[src/rtl/imm_extend_pipe.sv]
// Pipelined immediate generator: extends an IN_W-bit field to OUT_W bits by mode,
// registered behind a valid/ready handshake with a single skid entry.
module imm_extend_pipe #(
  parameter int IN_W  = 16,
  parameter int OUT_W = 32,
  parameter int SHAMT = 2,
  parameter int TAG_W = 5
) (
  input  logic             clk,
  input  logic             rst,
  input  logic             flush,
  input  logic             in_valid,
  output logic             in_ready,
  input  logic [IN_W-1:0]  in_imm,
  input  logic [1:0]       in_mode,
  input  logic [TAG_W-1:0] in_tag,
  output logic             out_valid,
  input  logic             out_ready,
  output logic [OUT_W-1:0] out_data,
  output logic [TAG_W-1:0] out_tag,
  output logic [1:0]       occ
);

  typedef enum logic [1:0] {
    MODE_SEXT   = 2'd0,
    MODE_ZEXT   = 2'd1,
    MODE_BRANCH = 2'd2,
    MODE_UPPER  = 2'd3
  } mode_e;

  logic                    skid_valid;
  logic [OUT_W-1:0]        skid_data;
  logic [TAG_W-1:0]        skid_tag;
  logic signed [IN_W-1:0]  simm;
  logic [OUT_W-1:0]        sext;
  logic [OUT_W-1:0]        ext;
  logic                    accept;
  logic                    drain;

  assign simm = in_imm;
  // Size cast of a signed operand replicates the sign bit into the upper bits.
  assign sext = OUT_W'(simm);

  always_comb begin
    ext = '0;
    case (mode_e'(in_mode))
      MODE_SEXT:   ext = sext;
      MODE_ZEXT:   ext = OUT_W'(in_imm);
      MODE_BRANCH: ext = sext << SHAMT;
      MODE_UPPER:  ext = OUT_W'(in_imm) << (OUT_W - IN_W);
      default:     ext = '0;
    endcase
  end

  assign in_ready = !skid_valid && !rst;
  assign occ      = {1'b0, out_valid} + {1'b0, skid_valid};
  assign accept   = in_valid && in_ready;
  assign drain    = out_valid && out_ready;

  always_ff @(posedge clk or posedge rst) begin
    if (rst) begin
      out_valid  <= 1'b0;
      out_data   <= '0;
      out_tag    <= '0;
      skid_valid <= 1'b0;
      skid_data  <= '0;
      skid_tag   <= '0;
    end else if (flush) begin
      out_valid  <= 1'b0;
      skid_valid <= 1'b0;
    end else if (skid_valid && (drain || !out_valid)) begin
      out_valid  <= 1'b1;
      out_data   <= skid_data;
      out_tag    <= skid_tag;
      skid_valid <= 1'b0;
    end else if (accept && (drain || !out_valid)) begin
      out_valid <= 1'b1;
      out_data  <= ext;
      out_tag   <= in_tag;
    end else if (accept) begin
      skid_valid <= 1'b1;
      skid_data  <= ext;
      skid_tag   <= in_tag;
    end else if (drain) begin
      out_valid <= 1'b0;
    end
  end

endmodule

[config.mk]
export PLATFORM = sky130hd
export DESIGN_NAME = imm_extend_pipe
export DESIGN_NICKNAME = d
export VERILOG_FILES = /design/src/rtl/imm_extend_pipe.sv
export SDC_FILE = /design/constraint.sdc
export NUM_CORES = 1
export LEC_CHECK = 0
export CAP_MARGIN = 10
export CORE_MARGIN = 2
export CORE_UTILIZATION = 40
export DETAILED_ROUTE_END_ITERATION = 7
export GPL_TIMING_DRIVEN = 0
export PLACE_DENSITY = 0.65
export SLEW_MARGIN = 5
export SYNTH_ARGS = -nofsm -noshare
export SYNTH_HDL_FRONTEND = slang
export SYNTH_SLANG_ARGS = --single-unit
[constraint.sdc]
create_clock -name clk -period 4.3 [get_ports clk]
set_input_delay 0.645 -clock clk [delete_from_list [all_inputs] [get_ports clk]]
set_output_delay 0.645 -clock clk [all_outputs]
set_load 0.03 [all_outputs]
==> out/summary.txt, run 1 <==
hold crit path type -> flip-flop to flip-flop
Root Driver -> clkbuf_8
Die Y -> 98.7 um
area post-placement -> 4420 um^2
Slew Limit Fails -> 0
Vias -> 2935
Clock Skews -> 13.6 ps
hold depth -> 2
Die Wd -> 98.7 um
Final HPWL DP -> 6610 um
worst-path cell chain -> clkdlybuf4s50_1 -> nor2_1 -> clkdlybuf4s50_1
number of diodes -> 0
clock-pin slew on the worst setup and hold paths -> 90 ps
unrepaired setup endpoints after global routing -> no
Die Area -> 9740 um^2
Area Growth Syn to Fin -> 29.8%
Max stage delay on crit path -> 670 ps
Final Cycle Share -> 59.3%
port buffer count -> 68
asr flop ratio synth -> 100%
Slowest-stage cell, CP -> clkdlybuf4s50_1
CTS tree -> yes
worst-margin pin slew -> 866 ps
pin count of the biggest net entering global routing -> 44
Gate Count Post-Synth -> 378
number of global-route vias before repair -> 3021
gr usage total -> 19.7%
final setup fails -> 0
NumNets Final -> 487
drt first pass iters -> 4
first-pass GRT wire length -> 15100 um
synth unique cells -> 27
DRC Markers -> 0
fin crit period -> 2550 ps
Worst Hold Margin -> 484 ps
Net Count, Synth -> 407
wire length per cell -> 15.8 um
arrival time of the worst setup path -> 1910 ps
post-synth top area share -> 53.0%
sequential share of the synthesized area -> 53.0%
Critical Path Source Type -> input port
synth warn -> 0
Worst Path Required -> 3650 ps
Std-Cell Rows -> 34
Max Fanout on Critical Path -> 3
Clk Latency, worst-skew pair -> 360 ps
crit-path most repeated cell -> clkdlybuf4s50_1
PD cells -> 432 nW/um^2
Post-synth top cells -> 76 x dfrtp_1, 67 x nand2_1, 45 x o21ai_0
TritonCTS sink count -> 76
Crit Path Category -> input port to output pin
Yosys top cell by area -> dfrtp_1
Via-to-Cell Ratio -> 5.14
Final ANT Viol Nets -> 0
Hold-fix buffers, CTS -> 0
Routed WL -> 9040 um
Ports -> 69
# resized after CTS -> 0
core area -> 8720 um^2
Starting Density -> 41.1%
Synth area leaders -> dfrtp_1 53%, nand2_1 7.0%, o21ai_0 6.3%
worst r2r path cells -> 4
DR iter-0 viols -> 121
EDFF count, synth -> 0
CTS Buf Count -> 9
Synth Flop Type -> dfrtp_1
Setup TNS -> 0 ps
CP endpoint kind -> output pin
peak supply drop -> 0.202 mV
Leakage -> 2.08 nW
highest clock rate -> 392 MHz
reg2reg setup slack -> 2120 ps
H-Tree Depth -> 3
Synth Cell Area -> 3590 um^2
initial antenna violation count -> 0
ratio of cells with drive above 1 in the final layout -> 11.2%
filler cell count in the final layout -> 796
Slew HR -> 42.0%
Final Cell Area -> 4650 um^2
most instantiated library cell after synthesis -> dfrtp_1
Hold Vio Cnt, Final -> 0
flops & latches, synth -> 76
postcts setup bufs -> 0
total chip power -> 2.01 mW
RePlAce Congestion -> 0.858
Avg Cell Area, Syn -> 9.49 um^2
outcome -> finished, final reports clean
Max clock buf depth -> 2
max cap viols -> 0
grt total ovfl -> 0
-- worst max-delay path, delay by kind of cell --
family / cells / cell delay [ps]
simple gates: 1 / 110
buf+inv: 2 / 1140
-- stage by stage --
| stage | instances | worst slack [ps] | utilization [%] |
|---|---|---|---|
| 6_report | 571 | 1750 | 53.4 |
| 5_1_grt | 571 | 1650 | 53.4 |
| 4_1_cts | 571 | 1740 | 53.4 |
| 3_5_place_dp | 555 | 1470 | 50.7 |
| 3_3_place_gp | 554 | 398 | 50.5 |
| 2_1_floorplan | 378 | 1720 | - |
-- kinds of logic (layout without fill, tap and decap cells) --
family,Yosys count,after routing,share of synthesized area (%)
compound gates,102,102,15.5
fa+ha+maj,1,1,0.349
buf+inv,44,129,5.69
flops,76,76,53.0
mux,27,27,8.79
simple gates,128,128,16.6
-- layout by cell type, fill, tap and decap left out, drive strengths merged --
cell / instances
nor3: 1
clkbuf: 25
o21ai: 55
and2: 17
buf: 13
bufinv: 2
ha: 1
a211oi: 1
nand2: 67
mux2i: 6
dfrtp: 76
inv: 19
o211ai: 1
clkinv: 2
clkdlybuf4s50: 68
nor2b: 16
mux2: 21
nand3: 3
a21oi: 29
o31ai: 16
nand2b: 3
and2b: 1
or4b: 1
nor2: 19
-- path summary, 6_finish.rpt --
kind	from	end
max	rst	in_ready
min	out_data[25]	out_data[25]
max reg2reg	skid_valid	out_data[0]
min reg2reg	out_data[25]	out_data[25]
max in group asynchronous	rst	out_data[26]
min in group asynchronous	rst	skid_data[31]
-- final cells by class --
class                           instances  area, um^2  share of cell area [%]
Sequential cell                        76        1900                    40.9
Multi-Input combinational cell        258        1480                    31.8
Timing Repair Buffer                   69         701                    15.1
Buffer                                 28         144                    3.09
Tap cell                              108         135                    2.90
Clock buffer                            9         124                    2.66
Clock inverter                          7         106                    2.28
Inverter                               16        62.6                    1.34
-- routing by layer --
layer / vias up / part of all wire, % / global-route usage, %
li1: 1426 / - / -
met1: 1425 / 48 / 27.2
met2: 69 / 46 / 31.7
met3: 15 / 3.9 / 3.19
met4: 0 / 1.8 / 7.17
met5: - / 0 / 0
-- where the power goes --
part | internal [mW] | switching [mW]
registers | 0.824 | 0.0592
logic | 0.214 | 0.277
clock network | 0.337 | 0.300
-- state kept, by name, summed over array words and instances, names as in the netlist --
register    flops
out_data       32
out_tag         5
skid_valid      1
out_valid       1
skid_data      32
skid_tag        5
(Power assumes the default switching activity.)
==> run 2: changes to the inputs <==
- PLACE_DENSITY: 0.65 -> 0.68
- clock period: 4.3 -> 2.1 ns (I/O delays scaled with it)
==> run 2 against run 1 <==
  * Routed wire length decreased by 0.70%
  * Die area unchanged
  * Clock power increased by 60%
  * Core utilization about the same
  * Largest cell class unchanged
  * Sequential power increased by 100%
  * Cell count increased by 0.53%
  * Hold slack got worse by 48 ps
  * Combinational power increased by 110%
  * Highest routed layer unchanged
  * Design area about the same
  * Global-route usage decreased by 0.15 points
==> out/summary.txt, run 2 (synthesis gave the netlist of run 1 again) <==
outcome -> finished, final reports clean
highest clock rate -> 519 MHz
pin count of the biggest net entering global routing -> 32 (-27%)
peak supply drop -> 0.386 mV (+91%)
Worst Path Required -> 2310 ps (-1340 ps)
Leakage -> 2.09 nW (+0.85%)
Ports -> 69 (unchanged)
Final ANT Viol Nets -> 0 (unchanged)
Worst Slack Setup Final -> 172 ps (-1580 ps)
Die Y -> 98.7 um (unchanged)
hold crit path type -> input port to asynchronous set/reset pin
commonest non-fill, non-tap cell in the layout -> dfrtp_1
Via-to-Cell Ratio -> 5.22 (+1.5%)
initial antenna violation count -> 0 (unchanged)
Final Cycle Share -> 91.8%
port buffer count -> 68 (unchanged)
number of diodes -> 0 (unchanged)
Die Area -> 9740 um^2 (unchanged)
Die Wd -> 98.7 um (unchanged)
Worst Hold Margin -> 436 ps (-48.1 ps)
Hold-fix buffers, CTS -> 0 (unchanged)
area post-placement -> 4450 um^2 (+0.65%)
gr usage total -> 19.6% (-0.15 points)
Setup crit start -> skid_valid
reg2reg setup slack -> 170 ps (-1950 ps)
CTS Buf Count -> 9 (unchanged)
PD cells -> 826 nW/um^2 (+91%)
Clk Latency, worst-skew pair -> 350 ps (about the same)
fin crit period -> 1930 ps
Largest regs -> out_data (32), skid_data (32)
TritonCTS sink count -> 76 (unchanged)
CP endpoint kind -> flip-flop
first-pass GRT wire length -> 15100 um (+0.14%)
ratio of cells with drive above 1 in the final layout -> 11.8% (+0.57 points)
Std-Cell Rows -> 34 (unchanged)
CTS tree -> yes
Setup TNS -> 0 ps (unchanged)
Slew Limit Fails -> 0 (unchanged)
most frequent cells in the layout -> 76 x dfrtp_1, 67 x nand2_1, 66 x clkdlybuf4s50_1
RR Endpoint -> skid_data[10]
drt first pass iters -> 4 (unchanged)
H-Tree Depth -> 3 (unchanged)
final std cells w/o fill -> 574 (+0.53%)
Critical Path Source Type -> flip-flop
Crit Path Category -> flip-flop to flip-flop
Clock Skews -> 7.98 ps (-5.61 ps)
final setup fails -> 0 (unchanged)
Final HPWL DP -> 6650 um (+0.54%)
Starting Density -> 41.1% (unchanged)
total chip power -> 3.84 mW (+91%)
dpl cells -> 556 (+0.18%)
Max Fanout on Critical Path -> 10 (+7)
DRC Markers -> 0 (unchanged)
wire length per cell -> 15.6 um (-1.2%)
Routed WL -> 8980 um (-0.70%)
core area -> 8720 um^2 (unchanged)
unrepaired setup endpoints after global routing -> no
Reg-to-Reg Start -> skid_valid
number of global-route vias before repair -> 2935 (-2.8%)
arrival time of the worst setup path -> 2130 ps (+220 ps)
DR iter-0 viols -> 170 (+40%)
NumNets Final -> 490 (+0.62%)
Max clock buf depth -> 2 (unchanged)
grt total ovfl -> 0 (unchanged)
Slew HR -> 60.1% (+18 points)
worst-margin pin slew -> 597 ps (-270 ps)
Final Cell Area -> 4650 um^2 (about the same)
max cap viols -> 0 (unchanged)
dpl ws -> -410 ps (-1880 ps)
filler cell count in the final layout -> 801 (+0.63%)
worst r2r path cells -> 6 (+2)
clock-pin slew on the worst setup and hold paths -> 80 ps (about the same)
Vias -> 2996 (+2.1%)
Hold Vio Cnt, Final -> 0 (unchanged)
Area Growth Syn to Fin -> 29.7% (about the same)
Layout Utilization -> 53.3% (about the same)
RePlAce Congestion -> 0.871 (+1.5%)
Root Driver -> clkbuf_8
## run 2: worst max-delay path by stage
stage,endpoint,slack [ps],cells after the start
finish,skid_data[10],170,6
global route,out_data[14],20,5
CTS,in_ready,1,3
detailed placement,out_data[0],-410,5
global placement,out_data[0],-400,5
floorplan,skid_tag[0],210,6
## run 2: repair_timing
action,4_1_cts,5_1_grt
buffers inserted,2,0
endpoints found under the setup margin,13,2
gates resized for setup,0,2
pin swaps,1,0
## run 2: final cells by class
cell class / count / area, um^2 / area share, %
inverters: 16 / 63.8 / 1.37
clock buffers: 10 / 138 / 2.96
repair buffers: 72 / 748 / 16.1
multi-input cells: 258 / 1480 / 31.8
plain buffers: 28 / 144 / 3.09
well taps: 108 / 135 / 2.91
clock inverters: 6 / 40.0 / 0.861
flip-flops and latches: 76 / 1900 / 40.9
## run 2: routing by layer
layer  vias up  wire (um)  GRT usage (%)  share of wire (%)
li1       1422          -              -                  -
met1      1460       4140           28.5                 46
met2        99       4200           29.5                 47
met3        15        518           4.40                5.8
met4         0        122           5.80                1.4
met5         -          0              0                  0
## run 2: critical path, cell delays in order (launching register included)
cell and delay (ps):
dfrtp_1 390, clkbuf_1 220, or4b_4 580, buf_6 150
clkbuf_1 230, nand2_1 120, o21ai_0 100
## run 2: report_power, final
| group | leakage (nW) | internal, mW | total, mW | switching, mW |
|---|---|---|---|---|
| clock network | 0.0920 | 0.459 | 1.02 | 0.562 |
| logic | 1.00 | 0.445 | 1.01 | 0.566 |
| registers | 0.999 | 1.69 | 1.81 | 0.124 |
==> run 3: changes to the inputs <==
- CORE_UTILIZATION: 40 -> 46
- PLACE_DENSITY: 0.68 -> 0.76
==> run 3 against run 2 <==
  * Non-clock buffer count stayed put
  * Hold slack improved by 47 ps
  * Largest power group unchanged
  * Fmax down 5.7%
  * Via count decreased by 0.23%
  * Worst setup slack worse by 120 ps
  * Largest cell class unchanged
  * Combinational power hardly changed
  * Design area fell by 1.1%
  * Total power shrank 1.7%
  * Critical path type is now flip-flop to output pin
  * Clock power down 6%
  * Cell count shrank 1.2%
  * Count of clock-buffer cells in the layout shrank 1
==> out/summary.txt, run 3 (synthesis gave the netlist of run 1 again) <==
Hold-fix buffers, CTS -> 0 (unchanged)
Slowest-stage cell, CP -> clkdlybuf4s50_1
max cap viols -> 0 (unchanged)
most frequent cells in the layout -> 76 x dfrtp_1, 67 x nand2_1, 67 x clkdlybuf4s50_1
Reg-to-Reg Start -> skid_valid
Area Growth Syn to Fin -> 28.3%
final std cells w/o fill -> 567 (-1.2%)
Final ANT Viol Nets -> 0 (unchanged)
M1 WL -> 4040 um (-2.4%)
Final Cycle Share -> 97.3% (+5.5 points)
dpl cells -> 549 (-1.3%)
highest clock rate -> 489 MHz (-5.7%)
Layout Utilization -> 60.1% (+6.8 points)
pin count of the biggest net entering global routing -> 40 (+25%)
Worst Path Required -> 1780 ps (-530 ps)
Max Fanout on Critical Path -> 3 (-7)
Setup crit start -> out_valid
arrival time of the worst setup path -> 1730 ps (-400 ps)
outcome -> finished, final reports clean
TritonCTS sink count -> 76 (unchanged)
hold crit path type -> flip-flop to flip-flop
number of diodes -> 0 (unchanged)
Crit Path Category -> flip-flop to output pin
drt first pass iters -> 4 (unchanged)
Hold Vio Cnt, Final -> 0 (unchanged)
Largest regs -> out_data (32), skid_data (32)
Leakage -> 2.06 nW (-1.5%)
CP endpoint -> occ[0]
Setup TNS -> 0 ps (unchanged)
Slew Limit Fails -> 0 (unchanged)
RePlAce Congestion -> 0.903 (+3.6%)
Die Y -> 92.3 um (-6.5%)
wire length per cell -> 15.5 um (-0.64%)
NumNets Final -> 490 (unchanged)
unrepaired setup endpoints after global routing -> no
Starting Density -> 46.9% (+5.8 points)
PD cells -> 822 nW/um^2 (-0.58%)
Die Wd -> 92.3 um (-6.5%)
final setup fails -> 0 (unchanged)
initial antenna violation count -> 0 (unchanged)
fin crit period -> 2040 ps (+116 ps)
CTS tree -> yes
Critical Path Source Type -> flip-flop
Final Cell Area -> 4600 um^2 (-1.1%)
ratio of cells with drive above 1 in the final layout -> 11.6% (-0.19 points)
area post-placement -> 4420 um^2 (-0.79%)
Routed met2 length -> 4230 um (+0.83%)
RR Endpoint -> skid_data[17]
commonest non-fill, non-tap cell in the layout -> dfrtp_1
reg2reg setup slack -> 190 ps (+20 ps)
first-pass GRT wire length -> 14000 um (-7.4%)
total chip power -> 3.78 mW (-1.7%)
CP endpoint kind -> output pin
Via-to-Cell Ratio -> 5.27 (+1.0%)
Slew HR -> 42.8% (-17 points)
clock-pin slew on the worst setup and hold paths -> 80 ps (about the same)
worst r2r path cells -> 6 (unchanged)
number of global-route vias before repair -> 2775 (-5.5%)
Die Area -> 8520 um^2 (-13%)
core area -> 7650 um^2 (-12%)
port buffer count -> 68 (unchanged)
worst-margin pin slew -> 856 ps (+260 ps)
Routed WL -> 8810 um (-1.8%)
Max stage delay on crit path -> 660 ps (+80 ps)
Std-Cell Rows -> 32 (-5.9%)
Final HPWL DP -> 6350 um (-4.6%)
gr usage total -> 21.0% (+1.5 points)
CTS Buf Count -> 9 (unchanged)
H-Tree Depth -> 3 (unchanged)
grt total ovfl -> 0 (unchanged)
Clock Skews -> 6.45 ps (-1.53 ps)
worst-path cell chain -> ha_1 -> clkdlybuf4s50_1
DR iter-0 viols -> 120 (-29%)
DR WL met3 -> 423 um (-18%)
Ports -> 69 (unchanged)
Max clock buf depth -> 2 (unchanged)
Root Driver -> clkbuf_8
uppermost layer routed -> met4
Clk Latency, worst-skew pair -> 350 ps (about the same)
peak supply drop -> 0.440 mV (+14%)
Vias -> 2989 (-0.23%)
DRC Markers -> 0 (unchanged)
-- run 3: power breakdown --
group / internal, mW / switching, mW / leakage, nW / total [mW]
sequential: 1.69 / 0.127 / 0.999 / 1.81
combinational: 0.441 / 0.568 / 0.978 / 1.01
clock: 0.411 / 0.544 / 0.0844 / 0.955
-- run 3: stage by stage --
step	hold WS, ps	worst slack [ps]
2_1_floorplan	388	207
3_3_place_gp	462	-313
3_5_place_dp	471	-369
4_1_cts	488	32.8
5_1_grt	504	28.1
6_report	483	55.8
-- run 3: critical path: cells and delay by family, from the launching register on --
family / cells / cell delay, ps
buf+inv: 1 / 660
fa+ha+maj: 1 / 290
flops: 1 / 430
-- run 3: layout make-up --
type                       count  area (um^2)
fill                         647         3050
sequential                    76         1900
multi-input combinational    258         1480
timing repair buffer          72          726
buffer                        28          144
tap                          102          128
clock buffer                   9          124
inverter                      16         63.8
clock inverter                 6         32.5
-- run 3: how the worst min path moves through the flow --
stage | start | end | slack [ps] | depth (start not counted)
after floorplan | flush | skid_valid | 390 | 1
after global placement | skid_data[30] | skid_data[30] | 460 | 2
after detailed placement | skid_data[29] | skid_data[29] | 470 | 2
after CTS | out_data[28] | out_data[28] | 490 | 2
after global routing | skid_data[29] | skid_data[29] | 500 | 2
final | out_tag[3] | out_tag[3] | 480 | 2
-- run 3: routing by layer --
layer  global-route usage [%]  up-vias
met1                     29.1     1473
met3                     2.93       12
met2                     34.6       77
li1                         -     1427
met4                     6.84        0
met5                        0        -
-- run 3: timing repair --
action                                  CTS  global route
buffers inserted                          3             0
pin swaps                                 1             0
endpoints found under the setup margin    8             1
gates resized for setup                   0             1
